<file path="src/rtl/uart_cmd_responder.sv">
// Framed command responder on the UART byte stream: parses SYNC/CMD/ADDR/LEN/DATA/CHK,
// performs byte writes/reads on a memory port and answers with ACK/NAK or read data.
module uart_cmd_responder #(
    parameter int ADDR_W         = 8,
    parameter int TIMEOUT_CYCLES = 1_000_000
) (
    input  logic              clk,
    input  logic              rst_n,
    input  logic [7:0]        rx_data,
    input  logic              rx_valid,
    output logic [7:0]        tx_data,
    output logic              tx_start,
    input  logic              tx_busy,
    output logic              mem_we,
    output logic              mem_re,
    output logic [ADDR_W-1:0] mem_addr,
    output logic [7:0]        mem_wdata,
    input  logic [7:0]        mem_rdata,
    output logic              busy,
    output logic              frame_err
);
    localparam logic [7:0] SYNC   = 8'hAA;
    localparam logic [7:0] CMD_WR = 8'h01;
    localparam logic [7:0] CMD_RD = 8'h02;
    localparam logic [7:0] ACK    = 8'h06;
    localparam logic [7:0] NAK    = 8'h15;
    localparam int         TMO_W  = $clog2(TIMEOUT_CYCLES + 1);

    typedef enum logic [3:0] {
        S_IDLE, S_CMD, S_ADDR, S_LEN, S_DATA, S_CHK, S_RSP,
        S_TX_SEND, S_TX_WAIT_HI, S_TX_WAIT_LO, S_RD_REQ, S_RD_CAP
    } state_t;

    // Which response byte the transmit handshake is currently carrying
    typedef enum logic [2:0] {
        PH_SINGLE, PH_SYNC, PH_CMD, PH_LEN, PH_DATA, PH_CHK
    } phase_t;

    state_t            state, state_next;
    phase_t            phase;
    logic [7:0]        cmd;
    logic [7:0]        len;
    logic [7:0]        cnt;
    logic [7:0]        chk;
    logic              chk_ok;
    logic [ADDR_W-1:0] addr;
    logic [TMO_W-1:0]  tmo_cnt;
    logic              in_frame;
    logic              timeout;

    assign in_frame = state inside {S_CMD, S_ADDR, S_LEN, S_DATA, S_CHK};
    assign timeout  = in_frame && !rx_valid && (tmo_cnt == TMO_W'(TIMEOUT_CYCLES - 1));

    always_ff @(posedge clk or negedge rst_n) begin
        if (!rst_n) state <= S_IDLE;
        else        state <= state_next;
    end

    always_comb begin
        state_next = state;
        tx_start   = 1'b0;
        mem_re     = 1'b0;
        busy       = 1'b1;
        case (state)
            S_IDLE: begin
                busy = 1'b0;
                if (rx_valid && rx_data == SYNC) state_next = S_CMD;
            end
            S_CMD:  if (rx_valid) state_next = S_ADDR;
            S_ADDR: if (rx_valid) state_next = S_LEN;
            S_LEN:  if (rx_valid) state_next = (cmd == CMD_WR && rx_data != 8'd0) ? S_DATA : S_CHK;
            S_DATA: if (rx_valid && cnt == 8'd1) state_next = S_CHK;
            S_CHK:  if (rx_valid) state_next = S_RSP;
            S_RSP:  if (!tx_busy) state_next = S_TX_SEND;
            S_TX_SEND: begin
                tx_start   = 1'b1;
                state_next = S_TX_WAIT_HI;
            end
            S_TX_WAIT_HI: if (tx_busy) state_next = S_TX_WAIT_LO;
            S_TX_WAIT_LO: begin
                if (!tx_busy) begin
                    case (phase)
                        PH_SYNC, PH_CMD: state_next = S_TX_SEND;
                        PH_LEN, PH_DATA: state_next = (cnt != 8'd0) ? S_RD_REQ : S_TX_SEND;
                        default:         state_next = S_IDLE;
                    endcase
                end
            end
            S_RD_REQ: begin
                mem_re     = 1'b1;
                state_next = S_RD_CAP;
            end
            S_RD_CAP: state_next = S_TX_SEND;
            default:  state_next = S_IDLE;
        endcase
        if (timeout) state_next = S_IDLE;
    end

    always_ff @(posedge clk or negedge rst_n) begin
        if (!rst_n) begin
            phase     <= PH_SINGLE;
            cmd       <= 8'd0;
            len       <= 8'd0;
            cnt       <= 8'd0;
            chk       <= 8'd0;
            chk_ok    <= 1'b0;
            addr      <= '0;
            tmo_cnt   <= '0;
            tx_data   <= 8'd0;
            mem_we    <= 1'b0;
            mem_addr  <= '0;
            mem_wdata <= 8'd0;
            frame_err <= 1'b0;
        end else begin
            mem_we    <= 1'b0;
            frame_err <= timeout;
            // Idle-gap counter: restarts on every byte inside a frame
            if (in_frame && !rx_valid && !timeout) tmo_cnt <= tmo_cnt + TMO_W'(1);
            else                                   tmo_cnt <= '0;

            case (state)
                S_IDLE: if (rx_valid && rx_data == SYNC) chk <= 8'd0;
                S_CMD: if (rx_valid) begin
                    cmd <= rx_data;
                    chk <= chk ^ rx_data;
                end
                S_ADDR: if (rx_valid) begin
                    addr <= ADDR_W'(rx_data);
                    chk  <= chk ^ rx_data;
                end
                S_LEN: if (rx_valid) begin
                    len <= rx_data;
                    cnt <= rx_data;
                    chk <= chk ^ rx_data;
                end
                S_DATA: if (rx_valid) begin
                    mem_we    <= 1'b1;
                    mem_addr  <= addr;
                    mem_wdata <= rx_data;
                    addr      <= addr + ADDR_W'(1);
                    cnt       <= cnt - 8'd1;
                    chk       <= chk ^ rx_data;
                end
                S_CHK: if (rx_valid) chk_ok <= (chk == rx_data);
                S_RSP: if (!tx_busy) begin
                    if (!chk_ok || !(cmd == CMD_WR || cmd == CMD_RD)) begin
                        tx_data <= NAK;
                        phase   <= PH_SINGLE;
                    end else if (cmd == CMD_WR) begin
                        tx_data <= ACK;
                        phase   <= PH_SINGLE;
                    end else begin
                        // Response checksum covers 0x02, LEN and the data bytes
                        tx_data  <= SYNC;
                        phase    <= PH_SYNC;
                        chk      <= CMD_RD ^ len;
                        cnt      <= len;
                        mem_addr <= addr;
                    end
                end
                S_TX_WAIT_LO: if (!tx_busy) begin
                    case (phase)
                        PH_SYNC: begin
                            tx_data <= CMD_RD;
                            phase   <= PH_CMD;
                        end
                        PH_CMD: begin
                            tx_data <= len;
                            phase   <= PH_LEN;
                        end
                        PH_LEN, PH_DATA: begin
                            if (cnt == 8'd0) begin
                                tx_data <= chk;
                                phase   <= PH_CHK;
                            end else begin
                                phase   <= PH_DATA;
                            end
                        end
                        default: ;
                    endcase
                end
                S_RD_CAP: begin
                    tx_data  <= mem_rdata;
                    chk      <= chk ^ mem_rdata;
                    cnt      <= cnt - 8'd1;
                    mem_addr <= mem_addr + ADDR_W'(1);
                end
                default: ;
            endcase
        end
    end
endmodule

</file>
<file path="config.mk">
export PLATFORM = sky130hd
export DESIGN_NAME = uart_cmd_responder
export DESIGN_NICKNAME = d
export VERILOG_FILES = /design/src/rtl/uart_cmd_responder.sv
export SDC_FILE = /design/constraint.sdc
export NUM_CORES = 1
export LEC_CHECK = 0
export CAP_MARGIN = 25
export CORE_UTILIZATION = 63
export DETAILED_ROUTE_END_ITERATION = 6
export GPL_ROUTABILITY_DRIVEN = 0
export GPL_TIMING_DRIVEN = 0
export HOLD_SLACK_MARGIN = 0.06
export PLACE_DENSITY = 0.93
export SYNTH_ARGS = -nofsm -noshare
export SYNTH_HDL_FRONTEND = slang
export SYNTH_SLANG_ARGS = --single-unit
</file>
<file path="constraint.sdc">
create_clock -name clk -period 2.95 [get_ports clk]
set_input_delay 0.59 -clock clk [delete_from_list [all_inputs] [get_ports clk]]
set_output_delay 0.59 -clock clk [all_outputs]
set_load 0.1 [all_outputs]
</file>
==> results.yml <==
final_layout:
  nNetsFinal: 651
  instances_no_fill: 735
  fin_util_pct: 74.6
  diodes: 0
  layout_commonest_cell: "dfrtp_1"
  drive_gt1_share_pct: 12.7
  areaGrowthSynthToFinish_pct: 14.1
  layout_common_cells: "dfrtp_1, nand2_1, nor2_1, a21oi_1, o21ai_0"
  fillCellCount: 572
synth:
  synth_area_leaders: "dfrtp_1, mux2_2, a21oi_1, nand2_1, o21ai_0"
  ys_seq_area_share_pct: 43.8
  syn-num-nets: 600
  synth_edf_count: 0
  yosys_warnings: 0
  ys_seq_elements: 94
  synthFlopType: "dfrtp_1"
  synthDistinctLibCells: 65
  syn_area_per_cell_um2: 9.34
  ys_async_sr_fraction_pct: 100
  postSynthCellCount: 575
  netlist_area_um2: 5370
  synth_top_area_cell: "dfrtp_1"
  yosysTopAreaCellShare_pct: 43.8
cts:
  post_cts_buffers: 0
  cts_tree: "done"
  clkSlewWorstSetupHoldPaths_ns: 0.10
  cts_max_path_buffers: 2
  htreeDepth: 3
  numCtsBuffers: 9
  hold_buffers: 0
  worstSkewPairLatency_ns: 0.37
  root_buffer: "clkbuf_8"
  cts_sinks: 94
floorplan:
  die_y_um: 94.3
  start_util_pct: 65.4
  io_pins: 49
  coreArea_um2: 8220
  num_rows: 33
  dieArea_um2: 8900
  die_x_um: 94.3
place:
  hpwl_um: 9820
  io_buffers: 39
  pre_cts_slack_ns: -0.126
  dp.cells: 720
sta:
  worst_slack_ns: 0.0530
  slew_viol_final: 0
  whs_ns: 0.223
  finalCritPeriodShare_pct: 98.2
  fin_skew_ns: 0.00841
  clock.fmax_mhz: 345
  hold_viol_final: 0
  rsz0062_at_grt: "false"
  period_needed_ns: 2.90
  relSlewSlack_pct: 23.1
  finalSetupViolCount: 0
  worst_slew_pin_slew_ns: 1.14
run:
  cap_viol_max_count: 0
worst_setup_path:
  crit_arrival_ns: 3.20
  cp_max_fo: 5
  cpMaxStageDelayCell: "nor4b_1"
  crit_type: "reg2reg"
  r2r_cells: 8
  critPathLaunchType: "flip-flop"
  critPathCaptureType: "flip-flop"
  crit_top_cell: "nand2_1"
  crit_required_ns: 3.25
  path_cells: "inv_1 > ha_1 > nor4b_1 > nand2_1 > o22ai_1 > nand2_1 > a221oi_1 > a31o_1"
  slowest_delay_ns: 0.93
global_routing:
  grt_pass1_vias: 4842
  grt_max_degree: 49
  grt_use_total_pct: 34.7
  grt_pass1_wl_um: 23600
  grt.overflow.total: 0
  antenna_found_initial: 0
routing:
  viasPerCell: 6.73
  dr.pass1.iters: 6
  remaining_drc_errors: 0
  drt_iter0_markers: 774
  maxUsedRoutingLayer: "met4"
  met3_length_um: 1430
  drtAntennaViolNets: 0
  wire_per_inst_um: 19.9
  wl_met2_um: 6990
  met1Wirelength_um: 5820
  vias: 4949
  totalWireLength_um: 14700
pwr:
  power.density_nw_per_um2: 1120
  p_leak_nw: 2.53
  irDropWorstVdd_mv: 1.02
min_path:
  hold_class: "in2async"
status:
  status: "complete, no violations"
Yosys cell counts (2+ instances only):
master,n
mux2_2,33
o22ai_1,8
o21ai_0,37
clkbuf_1,16
buf_2,10
buf_1,3
ha_1,5
nand3_1,20
and2_1,4
buf_4,3
nor2b_1,14
nand4_1,6
or2_2,3
and3_1,9
mux2i_1,11
o2bb2ai_1,2
a31o_2,2
nand3b_1,2
xor2_1,12
or3_1,3
o31ai_1,4
a22oi_1,2
nand2_1,52
a21oi_1,43
dfrtp_1,94
a31oi_1,7
and4_1,2
nor2_1,48
inv_1,15
a222oi_1,12
a211oi_1,3
o21ai_1,10
nor4b_1,2
nor3_1,18
and4b_1,2
a221oi_1,2
nor4_1,6
xnor2_1,17
nand2b_1,7
critical path: cells and delay by family (launching register included):
kind            cells  cell delay, ns
buf+inv             1            0.11
fa+ha+maj           1            0.23
flops               1            0.45
compound gates      3            0.73
simple gates        3            1.30
flip-flops by register name, indices dropped and copies added, names as in the netlist, 3 cells and up:
| name | cells |
|---|---|
| mem_addr | 8 |
| cnt | 8 |
| tx_data | 8 |
| tmo_cnt | 20 |
| len | 8 |
| mem_wdata | 8 |
| cmd | 8 |
| state | 4 |
| chk | 8 |
| phase | 3 |
| addr | 8 |
through the flow:
step / power [mW] / TNS [ns] / area, um2
2_1_floorplan: 4.86 / 0 / 5370
3_3_place_gp: 5.60 / -190.97 / 5890
3_5_place_dp: 5.76 / -0.209 / 5920
4_1_cts: 6.75 / 0 / 6140
5_1_grt: 7.13 / 0 / 6130
6_report: 6.83 / 0 / 6130
final cells by class:
class | count | area (um2) | area share, %
inverters | 15 | 56.3 | 0.919
multi-input cells | 433 | 2810 | 45.8
repair buffers | 40 | 404 | 6.60
clock buffers | 10 | 138 | 2.25
clock inverters | 5 | 82.6 | 1.35
flip-flops and latches | 94 | 2350 | 38.4
plain buffers | 33 | 155 | 2.53
well taps | 105 | 131 | 2.14
final timing paths:
| kind | from | endpoint | slack [ns] |
|---|---|---|---|
| worst max-delay path | cnt[0] | state[0] | 0.05 |
| worst min-delay path | rst_n | mem_addr[2] | 0.22 |
| worst max register to register | cnt[0] | state[0] | 0.05 |
| worst min register to register | mem_wdata[0] | mem_wdata[0] | 0.52 |
| max in group asynchronous | rst_n | cmd[4] | 2.08 |
| min in group clk | mem_wdata[0] | mem_wdata[0] | 0.52 |
per-layer routing:
| layer | global-route usage (%) | vias to the layer above |
|---|---|---|
| met5 | 0 | - |
| met4 | 13.8 | 0 |
| li1 | - | 2187 |
| met2 | 55.1 | 331 |
| met1 | 45.8 | 2374 |
| met3 | 8.50 | 57 |
power breakdown:
| group | internal, mW | switching [mW] |
|---|---|---|
| logic | 1.15 | 2.47 |
| clock network | 0.500 | 0.473 |
| registers | 1.74 | 0.492 |
logic make-up after synthesis:
group           share of synthesized area (%)
compound gates                           17.5
xor+xnor                                 4.73
fa+ha+maj                                1.35
buf+inv                                  3.94
simple gates                             19.8
mux                                      8.97
flops                                    43.8
repair_timing:
item	CTS	global route
resized for setup	7	4
gates cloned	0	0
endpoints found under the setup margin	3	2
Power figures use the tool's default switching activity.
